$ cat config.mk
export PLATFORM = sky130hd
export DESIGN_NAME = pipe_hazard_ctrl_flat
export DESIGN_NICKNAME = d
export VERILOG_FILES = /design/src/rtl/pipe_hazard_ctrl_if.sv /design/src/rtl/pipe_hazard_ctrl.sv /design/src/flat_wrapper.sv
export SDC_FILE = /design/constraint.sdc
export NUM_CORES = 1
export LEC_CHECK = 0
export ABC_CLOCK_PERIOD_IN_PS = 2200
export CORE_ASPECT_RATIO = 1.1
export CORE_MARGIN = 2
export CORE_UTILIZATION = 47
export CTS_BUF_LIST = sky130_fd_sc_hd__clkbuf_4
export DETAILED_ROUTE_END_ITERATION = 16
export HOLD_SLACK_MARGIN = 0.05
export MAX_ROUTING_LAYER = met4
export PLACE_DENSITY_LB_ADDON = 0.2
export RECOVER_POWER = 25
export SLEW_MARGIN = 25
export SYNTH_ARGS = -nofsm -noshare
export SYNTH_HDL_FRONTEND = slang
export SYNTH_SLANG_ARGS = --single-unit
$ cat constraint.sdc
create_clock -name clk -period 2.2 [get_ports clk]
set_input_delay 0.22 -clock clk [delete_from_list [all_inputs] [get_ports clk]]
set_output_delay 0.22 -clock clk [all_outputs]
set_load 0.02 [all_outputs]
$ cat src/rtl/pipe_hazard_ctrl_if.sv
// Hazard-controller bundle: ID/EX hazard inputs, fetch readiness, and the
// stall/bubble/divider/performance outputs returned to the pipeline.
interface pipe_hazard_ctrl_if;
    logic [4:0]  d_rs;
    logic [4:0]  d_rt;
    logic        d_users;
    logic        d_usert;
    logic        d_isdiv;
    logic        d_usehilo;
    logic [4:0]  e_rn;
    logic        e_wreg;
    logic        e_m2reg;
    logic        imem_rdy;
    logic        wpcir;
    logic        bubble;
    logic        div_start;
    logic        div_busy;
    logic [15:0] stall_cnt;

    modport master (
        output d_rs, d_rt, d_users, d_usert, d_isdiv, d_usehilo,
               e_rn, e_wreg, e_m2reg, imem_rdy,
        input  wpcir, bubble, div_start, div_busy, stall_cnt
    );

    modport slave (
        input  d_rs, d_rt, d_users, d_usert, d_isdiv, d_usehilo,
               e_rn, e_wreg, e_m2reg, imem_rdy,
        output wpcir, bubble, div_start, div_busy, stall_cnt
    );
endinterface

$ cat src/rtl/pipe_hazard_ctrl.sv
// Stall/bubble generation for the 5-stage pipeline: load-use, fetch wait and
// iterative-divider occupancy, plus a saturating stall-cycle counter.
module pipe_hazard_ctrl #(
    parameter int DIV_CYCLES = 32,
    parameter int CNT_W      = 6
) (
    input  logic              clk,
    input  logic              clrn,
    pipe_hazard_ctrl_if.slave bus
);

    typedef enum logic {
        IDLE = 1'b0,
        BUSY = 1'b1
    } state_t;

    state_t           state;
    state_t           state_nxt;
    logic [CNT_W-1:0] cnt;
    logic [CNT_W-1:0] cnt_nxt;
    logic [15:0]      stall_cnt;

    logic rs_hit;
    logic rt_hit;
    logic lu;
    logic dh;
    logic fw;
    logic stall;
    logic div_start;

    assign rs_hit = bus.d_users & (bus.d_rs == bus.e_rn);
    assign rt_hit = bus.d_usert & (bus.d_rt == bus.e_rn);

    // $zero is never a real producer, so a load targeting it creates no hazard.
    assign lu = bus.e_wreg & bus.e_m2reg & (bus.e_rn != 5'd0) & (rs_hit | rt_hit);
    assign dh = (state == BUSY) & (bus.d_isdiv | bus.d_usehilo);
    assign fw = ~bus.imem_rdy;

    assign stall     = lu | dh | fw;
    assign div_start = bus.d_isdiv & ~stall;

    assign bus.wpcir     = ~stall;
    assign bus.bubble    = stall;
    assign bus.div_start = div_start;
    assign bus.div_busy  = (state == BUSY);
    assign bus.stall_cnt = stall_cnt;

    // The divider counts down independently of pipeline stalls.
    always_comb begin
        state_nxt = state;
        cnt_nxt   = cnt;
        case (state)
            IDLE: begin
                if (div_start) begin
                    cnt_nxt   = CNT_W'(DIV_CYCLES);
                    state_nxt = BUSY;
                end
            end
            BUSY: begin
                cnt_nxt = cnt - 1'b1;
                if (cnt == CNT_W'(1)) begin
                    state_nxt = IDLE;
                end
            end
            default: begin
                state_nxt = IDLE;
                cnt_nxt   = '0;
            end
        endcase
    end

    always_ff @(posedge clk or negedge clrn) begin
        if (!clrn) begin
            state <= IDLE;
            cnt   <= '0;
        end else begin
            state <= state_nxt;
            cnt   <= cnt_nxt;
        end
    end

    always_ff @(posedge clk or negedge clrn) begin
        if (!clrn) begin
            stall_cnt <= '0;
        end else if (stall && (stall_cnt != 16'hFFFF)) begin
            stall_cnt <= stall_cnt + 16'd1;
        end
    end

endmodule

$ cat src/flat_wrapper.sv
// flat-port wrapper written by rule: the top's interface ports become plain ports
module pipe_hazard_ctrl_flat 
#(
    parameter int DIV_CYCLES = 32,
    parameter int CNT_W      = 6
)
  (clk, clrn, bus_d_rs, bus_d_rt, bus_d_users, bus_d_usert, bus_d_isdiv, bus_d_usehilo, bus_e_rn, bus_e_wreg, bus_e_m2reg, bus_imem_rdy, bus_wpcir, bus_bubble, bus_div_start, bus_div_busy, bus_stall_cnt);
  pipe_hazard_ctrl_if bus_i ();
  input  logic clk;
  input  logic clrn;
  input wire logic [$bits(bus_i.d_rs)-1:0] bus_d_rs;
  input wire logic [$bits(bus_i.d_rt)-1:0] bus_d_rt;
  input wire logic [$bits(bus_i.d_users)-1:0] bus_d_users;
  input wire logic [$bits(bus_i.d_usert)-1:0] bus_d_usert;
  input wire logic [$bits(bus_i.d_isdiv)-1:0] bus_d_isdiv;
  input wire logic [$bits(bus_i.d_usehilo)-1:0] bus_d_usehilo;
  input wire logic [$bits(bus_i.e_rn)-1:0] bus_e_rn;
  input wire logic [$bits(bus_i.e_wreg)-1:0] bus_e_wreg;
  input wire logic [$bits(bus_i.e_m2reg)-1:0] bus_e_m2reg;
  input wire logic [$bits(bus_i.imem_rdy)-1:0] bus_imem_rdy;
  output wire logic [$bits(bus_i.wpcir)-1:0] bus_wpcir;
  output wire logic [$bits(bus_i.bubble)-1:0] bus_bubble;
  output wire logic [$bits(bus_i.div_start)-1:0] bus_div_start;
  output wire logic [$bits(bus_i.div_busy)-1:0] bus_div_busy;
  output wire logic [$bits(bus_i.stall_cnt)-1:0] bus_stall_cnt;
  assign bus_i.d_rs = bus_d_rs;
  assign bus_i.d_rt = bus_d_rt;
  assign bus_i.d_users = bus_d_users;
  assign bus_i.d_usert = bus_d_usert;
  assign bus_i.d_isdiv = bus_d_isdiv;
  assign bus_i.d_usehilo = bus_d_usehilo;
  assign bus_i.e_rn = bus_e_rn;
  assign bus_i.e_wreg = bus_e_wreg;
  assign bus_i.e_m2reg = bus_e_m2reg;
  assign bus_i.imem_rdy = bus_imem_rdy;
  assign bus_wpcir = bus_i.wpcir;
  assign bus_bubble = bus_i.bubble;
  assign bus_div_start = bus_i.div_start;
  assign bus_div_busy = bus_i.div_busy;
  assign bus_stall_cnt = bus_i.stall_cnt;
  pipe_hazard_ctrl #(.DIV_CYCLES(DIV_CYCLES), .CNT_W(CNT_W)) u_core (.clk(clk), .clrn(clrn), .bus(bus_i));
endmodule
== Word-level counts from Yosys, hierarchy flattened ==
Cells that the tools add are included.

* Add/sub/neg operators: 2
* Eq/ne operators: 5
* Muxes and demuxes: 5
* Bitwise logic cells: 14
* Reduce and logical (&&, ||, !) cells: 2

{| class="wikitable"
|+ Operators with widths
! cell !! count
|-
| 16-bit by 1-bit adder with 16-bit output (second input constant) || 1
|-
| 16-bit != test (second input constant) || 1
|-
| 6-bit case mux with 2 select lines || 1
|-
| 5-bit equality test || 2
|-
| 1-bit AND || 7
|-
| 6-bit by 1-bit equality test with 1-bit output (second input constant) || 1
|-
| 6-bit 2-to-1 mux || 1
|-
| 6-bit by 1-bit subtractor with 6-bit output (second input constant) || 1
|-
| 5-bit nonzero test || 1
|-
| 1-bit OR || 4
|-
| 1-bit inverter || 3
|-
| 1-bit 2-to-1 mux || 2
|-
| 2-bit != test (second input constant) || 1
|-
| 1-bit case mux with 2 select lines || 1
|-
| 1-bit logical AND || 1
|}

* Bits in registers: 23
* Input bits: 24
* Output and inout port bits: 20
* Word-level logic and storage cells: 31

== Depth between registers and ports, before layout ==
Gate-level depths: netlist of the first run.

* Word-level depth: 10
* Mapped depth: 7
* Mapped depth without buffers: 7

== Least setup slack after synthesis of the first run ==
OpenSTA, ideal clock, no wires.

* Kind: register to register
* From: register u_core.stall_cnt[7], in the netlist u_core.bus.stall_cnt[7]
* To: register u_core.stall_cnt[13], in the netlist u_core.bus.stall_cnt[13]
* Library setup time: 0.132 ns
* Arrival time: 1.857 ns
* Required time: 2.068 ns
* Slack: 0.210 ns
* Stages on the path, launching flop included: 7
* Buffers on the path: 0
* Clock period less this slack: 1.990 ns
* Path through: dfrtp_1 > nand4_1 > nor4_4 > or3_1 > o32a_2 > nor3_1 > xor2_1

* Longest elaborated chain between the ends: 2
* Elaborated cells on any way between the ends: 3
* Those cells by class: add/sub (1); eq/ne (1); reduce/logical (1)

{| class="wikitable"
|+ Ends and longest elaborated chain
! item !! RTL line !! text
|-
| start, declared || pipe_hazard_ctrl.sv:21 || <nowiki>logic [15:0] stall_cnt;</nowiki>
|-
| start signal, assigned || pipe_hazard_ctrl.sv:86 || <nowiki>stall_cnt <= stall_cnt + 16'd1;</nowiki>
|-
| branches (longest 2 deep; another with 16-bit by 1-bit adder with 16-bit output) || n/a ||
|}

Parallel ways; which one is timed is not known.
A chain may end at the register's enable or synchronous reset.

== Worst setup path in the final report of the first run ==
* From: input port bus_e_rn[0]
* To: register u_core.stall_cnt[12], in the netlist u_core.bus.stall_cnt[12]

* Longest elaborated chain between the ends: 7
* Elaborated cells on any way between the ends: 11
* Those cells by class: eq/ne (2); bitwise (7); reduce/logical (2)

{| class="wikitable"
|+ Ends and longest elaborated chain
! item !! RTL line !! text
|-
| start, declared || flat_wrapper.sv:17 || <nowiki>input wire logic [$bits(bus_i.e_rn)-1:0] bus_e_rn;</nowiki>
|-
| 5-bit equality test, on equally long branches || pipe_hazard_ctrl.sv:31, pipe_hazard_ctrl.sv:32 ||
|-
| 1-bit AND, on equally long branches || pipe_hazard_ctrl.sv:31, pipe_hazard_ctrl.sv:32 ||
|-
| 1-bit OR || pipe_hazard_ctrl.sv:35 || <nowiki>assign lu = bus.e_wreg & bus.e_m2reg & (bus.e_rn != 5'd0) & (rs_hit | rt_hit);</nowiki>
|-
| 1-bit AND (*) || pipe_hazard_ctrl.sv:35 ||
|-
| 1-bit OR (*) (2 in series) || pipe_hazard_ctrl.sv:39 || <nowiki>assign stall = lu | dh | fw;</nowiki>
|-
| 1-bit logical AND (*) || pipe_hazard_ctrl.sv:85 || <nowiki>end else if (stall && (stall_cnt != 16'hFFFF)) begin</nowiki>
|}

Mark *: on every way between the ends. The rest lies on a longest branch, timed or not.

==> results of run 1 <==
==> cell type report <==
type / instances / area (um2) / area share (%)
clock buffer: 4 / 30.0 / 1.52
inverter: 5 / 18.8 / 0.950
multi-input combinational: 95 / 756 / 38.3
sequential: 23 / 576 / 29.1
tap: 33 / 41.3 / 2.09
timing repair buffer: 60 / 554 / 28.1
==> per-layer routing <==
metal	wire (um)	up-vias	GRT usage [%]	part of all wire, %
met5	0	-	-	0
met4	31	0	7.50	0.94
met3	227	4	3.00	6.9
met2	1770	34	41.3	54
met1	1260	585	22.9	38
li1	-	569	-	-
==> state kept, by name, summed over array words and instances (netlist names) <==
signal,cells
u_core.bus.stall_cnt,16
u_core.bus.div_busy,1
u_core.cnt,6
==> worst max-delay path: cells and delay by family <==
| family | cells | cell delay, ns |
|---|---|---|
| xor+xnor | 1 | 0.19 |
| simple gates | 2 | 0.55 |
| mux | 1 | 0.32 |
| compound gates | 2 | 0.40 |
| buf+inv | 2 | 0.60 |
==> layout by cell type (no fill, tap or decap), types with 2 or more instances in the layout <==
cell type / instances
clkdlybuf4s50_1: 35
nor3_1: 4
a31oi_1: 2
dlygate4sd2_1: 3
or3_1: 2
clkbuf_4: 4
ha_1: 3
dfrtp_1: 23
nor3b_1: 3
buf_4: 15
nor2_1: 6
mux2_2: 3
xnor2_1: 5
buf_6: 3
a21oi_1: 3
and2_0: 2
nor4_2: 2
nand2_1: 6
nor4_4: 2
nand3_1: 6
inv_1: 5
nand2b_1: 2
xor2_1: 18
nand4_1: 3
and3_1: 5
==> stage by stage <==
step | setup slack (ns) | area (um2)
floorplan | 0.210 | 1330
global placement | -0.386 | 1900
detailed placement | -0.459 | 1900
CTS | 0.0400 | 1930
global route | -0.0113 | 1980
finish | 0.104 | 1980
==> cells in the mapped netlist, types with 3 or more instances <==
cell type / instances
xor2_1: 19
nor2_1: 7
nand4_1: 3
inv_1: 5
dfrtp_1: 23
and3_1: 5
ha_1: 3
nand2_1: 6
nor3b_1: 3
xnor2_1: 5
mux2_2: 4
nand3_1: 6
nor3_1: 5
a21oi_1: 3
==> timing repair <==
action,4_1_cts,5_1_grt
setup buffers,0,0
setup endpoints to repair,5,2
resized for setup,18,11
pin swaps,3,4
==> cells by family (layout without fill, tap and decap cells) <==
group                      Yosys count  in the layout  synth area share (%)
AOI/OAI and AO/OA                   13             13                  6.85
xor gates and xnor gates            24             24                  15.8
adders and majority gates            3              3                  2.81
buffers and inverters                8             69                  3.56
DFF                                 23             23                  43.2
muxes                                4              4                  3.38
and+or+nand+nor                     51             51                  24.5
==> final timing paths <==
path                                                 startpoint                              endpoint  slack [ns]  depth (start not counted)
min in group asynchronous                                  clrn             u_core.cnt[5]$_DFFE_PN0P_        0.69                          2
hold / removal             u_core.bus.stall_cnt[10]$_DFFE_PN0P_  u_core.bus.stall_cnt[10]$_DFFE_PN0P_        0.51                          1
max in group asynchronous                                  clrn             u_core.cnt[3]$_DFFE_PN0P_        0.79                          2
setup / recovery                                    bus_e_rn[0]  u_core.bus.stall_cnt[12]$_DFFE_PN0P_        0.10                          8
setup reg to reg            u_core.bus.stall_cnt[0]$_DFFE_PN0P_  u_core.bus.stall_cnt[15]$_DFFE_PN0P_        0.15                          7
hold reg to reg            u_core.bus.stall_cnt[10]$_DFFE_PN0P_  u_core.bus.stall_cnt[10]$_DFFE_PN0P_        0.51                          1
==> power groups by stage <==
stage / Clock [W] / Combinational, W / Sequential, W
floorplan: 0 / 0.000463 / 0.000866
global placement: 0 / 0.000979 / 0.000760
detailed placement: 0 / 0.00102 / 0.000772
CTS: 0.000211 / 0.00102 / 0.000764
global route: 0.000225 / 0.00112 / 0.000794
finish: 0.000200 / 0.00103 / 0.000765
==> flow_summary.ini, run 1 <==
[floorplanning]
die-area_mm2 = 0.00328
fp.dieH_um = 59.9
pin_count = 44
initial_core_util_pct = 48.9
die_w_um = 54.8
num_rows = 20
core-area_mm2 = 0.00273

[sta]
tightest_slew_ns = 1.23
hold_viol = 0
fmax_mhz = 477
whs_ns = 0.513
timing.slew.headroom_pct = 17.7
skew_ns = 0.00445
fin_crit_sh_pct = 95.3
setup_violations = 0
finalCriticalPeriod_ns = 2.10
setup_tns_ns = 0
maxSlewViolCount = 0

[synthesis]
synth_cell_types = 37
yosysSeqAreaShare_pct = 43.2
yosys_most_used_dff = dfrtp_1
synth_area_per_cell_um2 = 10.6
ys_ff_latch = 23
syn_nets = 153
yosys_warnings = 0
async_reset_ff_share_pct = 100
netlist.area_leader.share_pct = 43.2
netlist_area_mm2 = 0.00133
ys_top_cells_by_area = dfrtp_1 (43%), xor2_1 (12%), mux2_2 (3.4%), xnor2_1 (3.3%), nor4_4 (3.2%)
synth_cells = 126
synth_top_area_cell = dfrtp_1
synth_edf_count = 0

[clock_network]
cts-root-buf = clkbuf_4
cts_tree = done
h-tree-depth = 1
clkTransAtPathRegs_ns = 0.12
clock_path_buffers = 2
clkLatencyLatePin_ns = 0.30
clock_sinks = 23
ctsHoldBuffers = 0
cts_buffers = 3

[global_route]
grt_max_degree = 24
grtUsageTotal_pct = 22.1
grt_pass1_wl_mm = 5.15
antenna_found_initial = 0
grt_overflow_total = 0
grt_pass1_vias = 1205

[detailed_routing]
wl_per_cell_um = 14.9
drtIter0Drc = 13
wl_mm = 3.29
post-route-drc-count = 0
drtAntennaViolNets = 0
num_vias = 1192
vias_per_cell = 5.42
drt_first_pass_iters = 4

[layout]
diodes = 0
drive_above_1_share_pct = 20.3
fin_util_pct = 72.4
nFillCells = 199
fin_nets = 215
syn2layout_area_growth_pct = 48.1
finalNonFillerCells = 220

[setup_path]
critPathKind = in -> reg
worstPathCellList = clkdlybuf4s50_1, xor2_1, nor4_2, a32oi_1, o21a_2, buf_6, nor4b_4, mux2_4
critPathLaunchType = primary input
worstPathRequired_ns = 2.39
crit_arrival_ns = 2.29
cp_max_fo = 5
max_stage_delay_ns = 0.46
slowest_stage = clkdlybuf4s50_1
end_kind = flop

[power_and_ir_drop]
swShare_pct = 40.2
p_clk_share_pct = 10.0
power.internal_w = 0.00119
total_power_w = 0.00199
cellLeakagePower_nw = 0.864
powerDensity_mw_per_mm2 = 1010
p_sw_w = 0.000801
ir_worst_vdd_mv = 0.870
pwr-share-comb_pct = 51.6
pwr-share-seq_pct = 38.4

[flow_run]
drv_cap = 0

[outcome]
outcome = completed

[worst_hold_path]
hold_path_class = reg -> reg

[place]
gp_congestion = 0.765
port-buffer-count = 43
place_inst = 216
hpwl_mm = 2.57
Note: power is estimated with default switching activity, not from simulation.
==> run 2: changes to the inputs <==
- CORE_ASPECT_RATIO: 1.1 -> unset
==> flow_summary.ini, run 2 (same netlist as run 1, synthesis figures left out) <==
[flow_run]
drv_cap = 0

[layout]
layout_common_cells = clkdlybuf4s50_1 (37), dfrtp_1 (23), xor2_1 (19)
layout_commonest_cell = clkdlybuf4s50_1
syn2layout_area_growth_pct = 44.8
finalNonFillerCells = 217
fin_nets = 214
largest_register_ff_count = 16
fin_area_mm2 = 0.00193
largest_register = u_core.bus.stall_cnt
diodes = 0
drive_above_1_share_pct = 18.3

[detailed_routing]
post-route-drc-count = 0
wl_per_cell_um = 13.9
drt_first_pass_iters = 4
drtAntennaViolNets = 0
wl_mm = 3.02
vias_per_cell = 5.35
num_vias = 1161
drtIter0Drc = 18

[power_and_ir_drop]
swShare_pct = 40.1
p_clk_share_pct = 10.6
pwr-share-comb_pct = 51.0
total_power_w = 0.00198
power.internal_w = 0.00119
p_sw_w = 0.000795
pwr-share-seq_pct = 38.5
powerDensity_mw_per_mm2 = 1030
cellLeakagePower_nw = 0.836
ir_worst_vdd_mv = 0.837

[sta]
timing.slew.headroom_pct = 20.1
setup_violations = 0
skew_ns = 0.00203
tightest_slew_ns = 1.20
worst_slack_ns = 0.0361
rsz0062_at_grt = yes
setup_tns_ns = 0
fmax_mhz = 462
fin_crit_sh_pct = 98.4
finalCriticalPeriod_ns = 2.16
maxSlewViolCount = 0
hold_viol = 0

[setup_path]
critPathKind = in -> out
worstPathRequired_ns = 1.98
crit_arrival_ns = 1.94
r2r_slack_ns = 0.19
end_kind = output pin
critPathLaunchType = primary input
cp_max_fo = 3

[global_route]
grt_overflow_total = 0
grt_max_degree = 24
grtUsageTotal_pct = 20.3
grt_pass1_vias = 1220
grt_pass1_wl_mm = 5.14
antenna_found_initial = 0

[clock_network]
clock_sinks = 23
cts-root-buf = clkbuf_4
cts_buffers = 3
clkTransAtPathRegs_ns = 0.13
clock_path_buffers = 2
cts_tree = done
clkLatencyLatePin_ns = 0.30
postCtsSetupBuffers = 0
h-tree-depth = 1

[place]
hpwl_mm = 2.45
port-buffer-count = 43
place_inst = 213
place_ws_ns = -0.441
postPlaceCellArea_mm2 = 0.00191
gp_congestion = 0.795

[floorplanning]
die_w_um = 57.3
num_rows = 19
initial_core_util_pct = 48.8
core-area_mm2 = 0.00273
die-area_mm2 = 0.00328
pin_count = 44
fp.dieH_um = 57.3

[outcome]
outcome = completed

[worst_hold_path]
hold_path_class = reg -> reg
-- run 2: layer usage --
| metal | vias up | GRT usage, % | share of wire [%] |
|---|---|---|---|
| met4 | 0 | 3.65 | 0.56 |
| met1 | 562 | 24.7 | 44 |
| li1 | 572 | - | - |
| met3 | 2 | 4.54 | 4.5 |
| met2 | 25 | 35.1 | 51 |
| met5 | - | - | 0 |
-- run 2: per-stage QoR --
| stage | hold slack (ns) | util [%] |
|---|---|---|
| after global placement | 0.488 | 69.7 |
| after global routing | 0.547 | 70.7 |
| after floorplan | -0.0756 | - |
| final | 0.513 | 70.7 |
| after detailed placement | 0.492 | 69.7 |
| after CTS | 0.260 | 70.2 |
-- run 2: final cells by class --
class / count / area [um2]
fill: 213 / 802
multi-input combinational: 95 / 722
inverter: 5 / 18.8
tap: 31 / 38.8
clock buffer: 4 / 30.0
timing repair buffer: 59 / 547
sequential: 23 / 576
-- run 2: worst max-delay path: stages --
cell	delay (ns)
clkdlybuf4s50_1	0.41
or4_1	0.54
o211ai_1	0.23
o21a_2	0.24
buf_4	0.13
inv_1	0.03
buf_2	0.14
-- run 2: what timing repair did --
action / 4_1_cts / 5_1_grt
gates cloned: 0 / 0
endpoints found under the setup margin: 5 / 5
gates resized for setup: 14 / 4
pin swaps: 3 / 1
hold buffers: 0 / 0
-- run 2: final timing paths --
check,to,cells past startpoint,start
worst max-delay path,bus_bubble,7,bus_e_rn[1]
worst min-delay path,u_core.bus.stall_cnt[10]$_DFFE_PN0P_,1,u_core.bus.stall_cnt[10]$_DFFE_PN0P_
worst max register to register,u_core.bus.stall_cnt[15]$_DFFE_PN0P_,7,u_core.bus.stall_cnt[0]$_DFFE_PN0P_
worst min register to register,u_core.bus.stall_cnt[10]$_DFFE_PN0P_,1,u_core.bus.stall_cnt[10]$_DFFE_PN0P_
max in group asynchronous,u_core.cnt[4]$_DFFE_PN0P_,2,clrn
min in group asynchronous,u_core.bus.stall_cnt[8]$_DFFE_PN0P_,2,clrn
-- run 2: power by group through the flow --
stage               registers [W]  logic (W)  clock network, W
floorplan                0.000866   0.000463                 0
global placement         0.000759   0.000982                 0
detailed placement       0.000772    0.00102                 0
CTS                      0.000764    0.00101          0.000216
global route             0.000789    0.00110          0.000231
finish                   0.000762    0.00101          0.000209
==> run 3: changes to the inputs <==
- MAX_ROUTING_LAYER: met4 -> unset
==> results of run 3 <==
Final layout, timing and power as in run 2 (identical DEF).
Main changes from that run: final weighted congestion in routability-driven placement 0.795 -> 0.784; overall routing resource usage 20.3% -> 19.7%
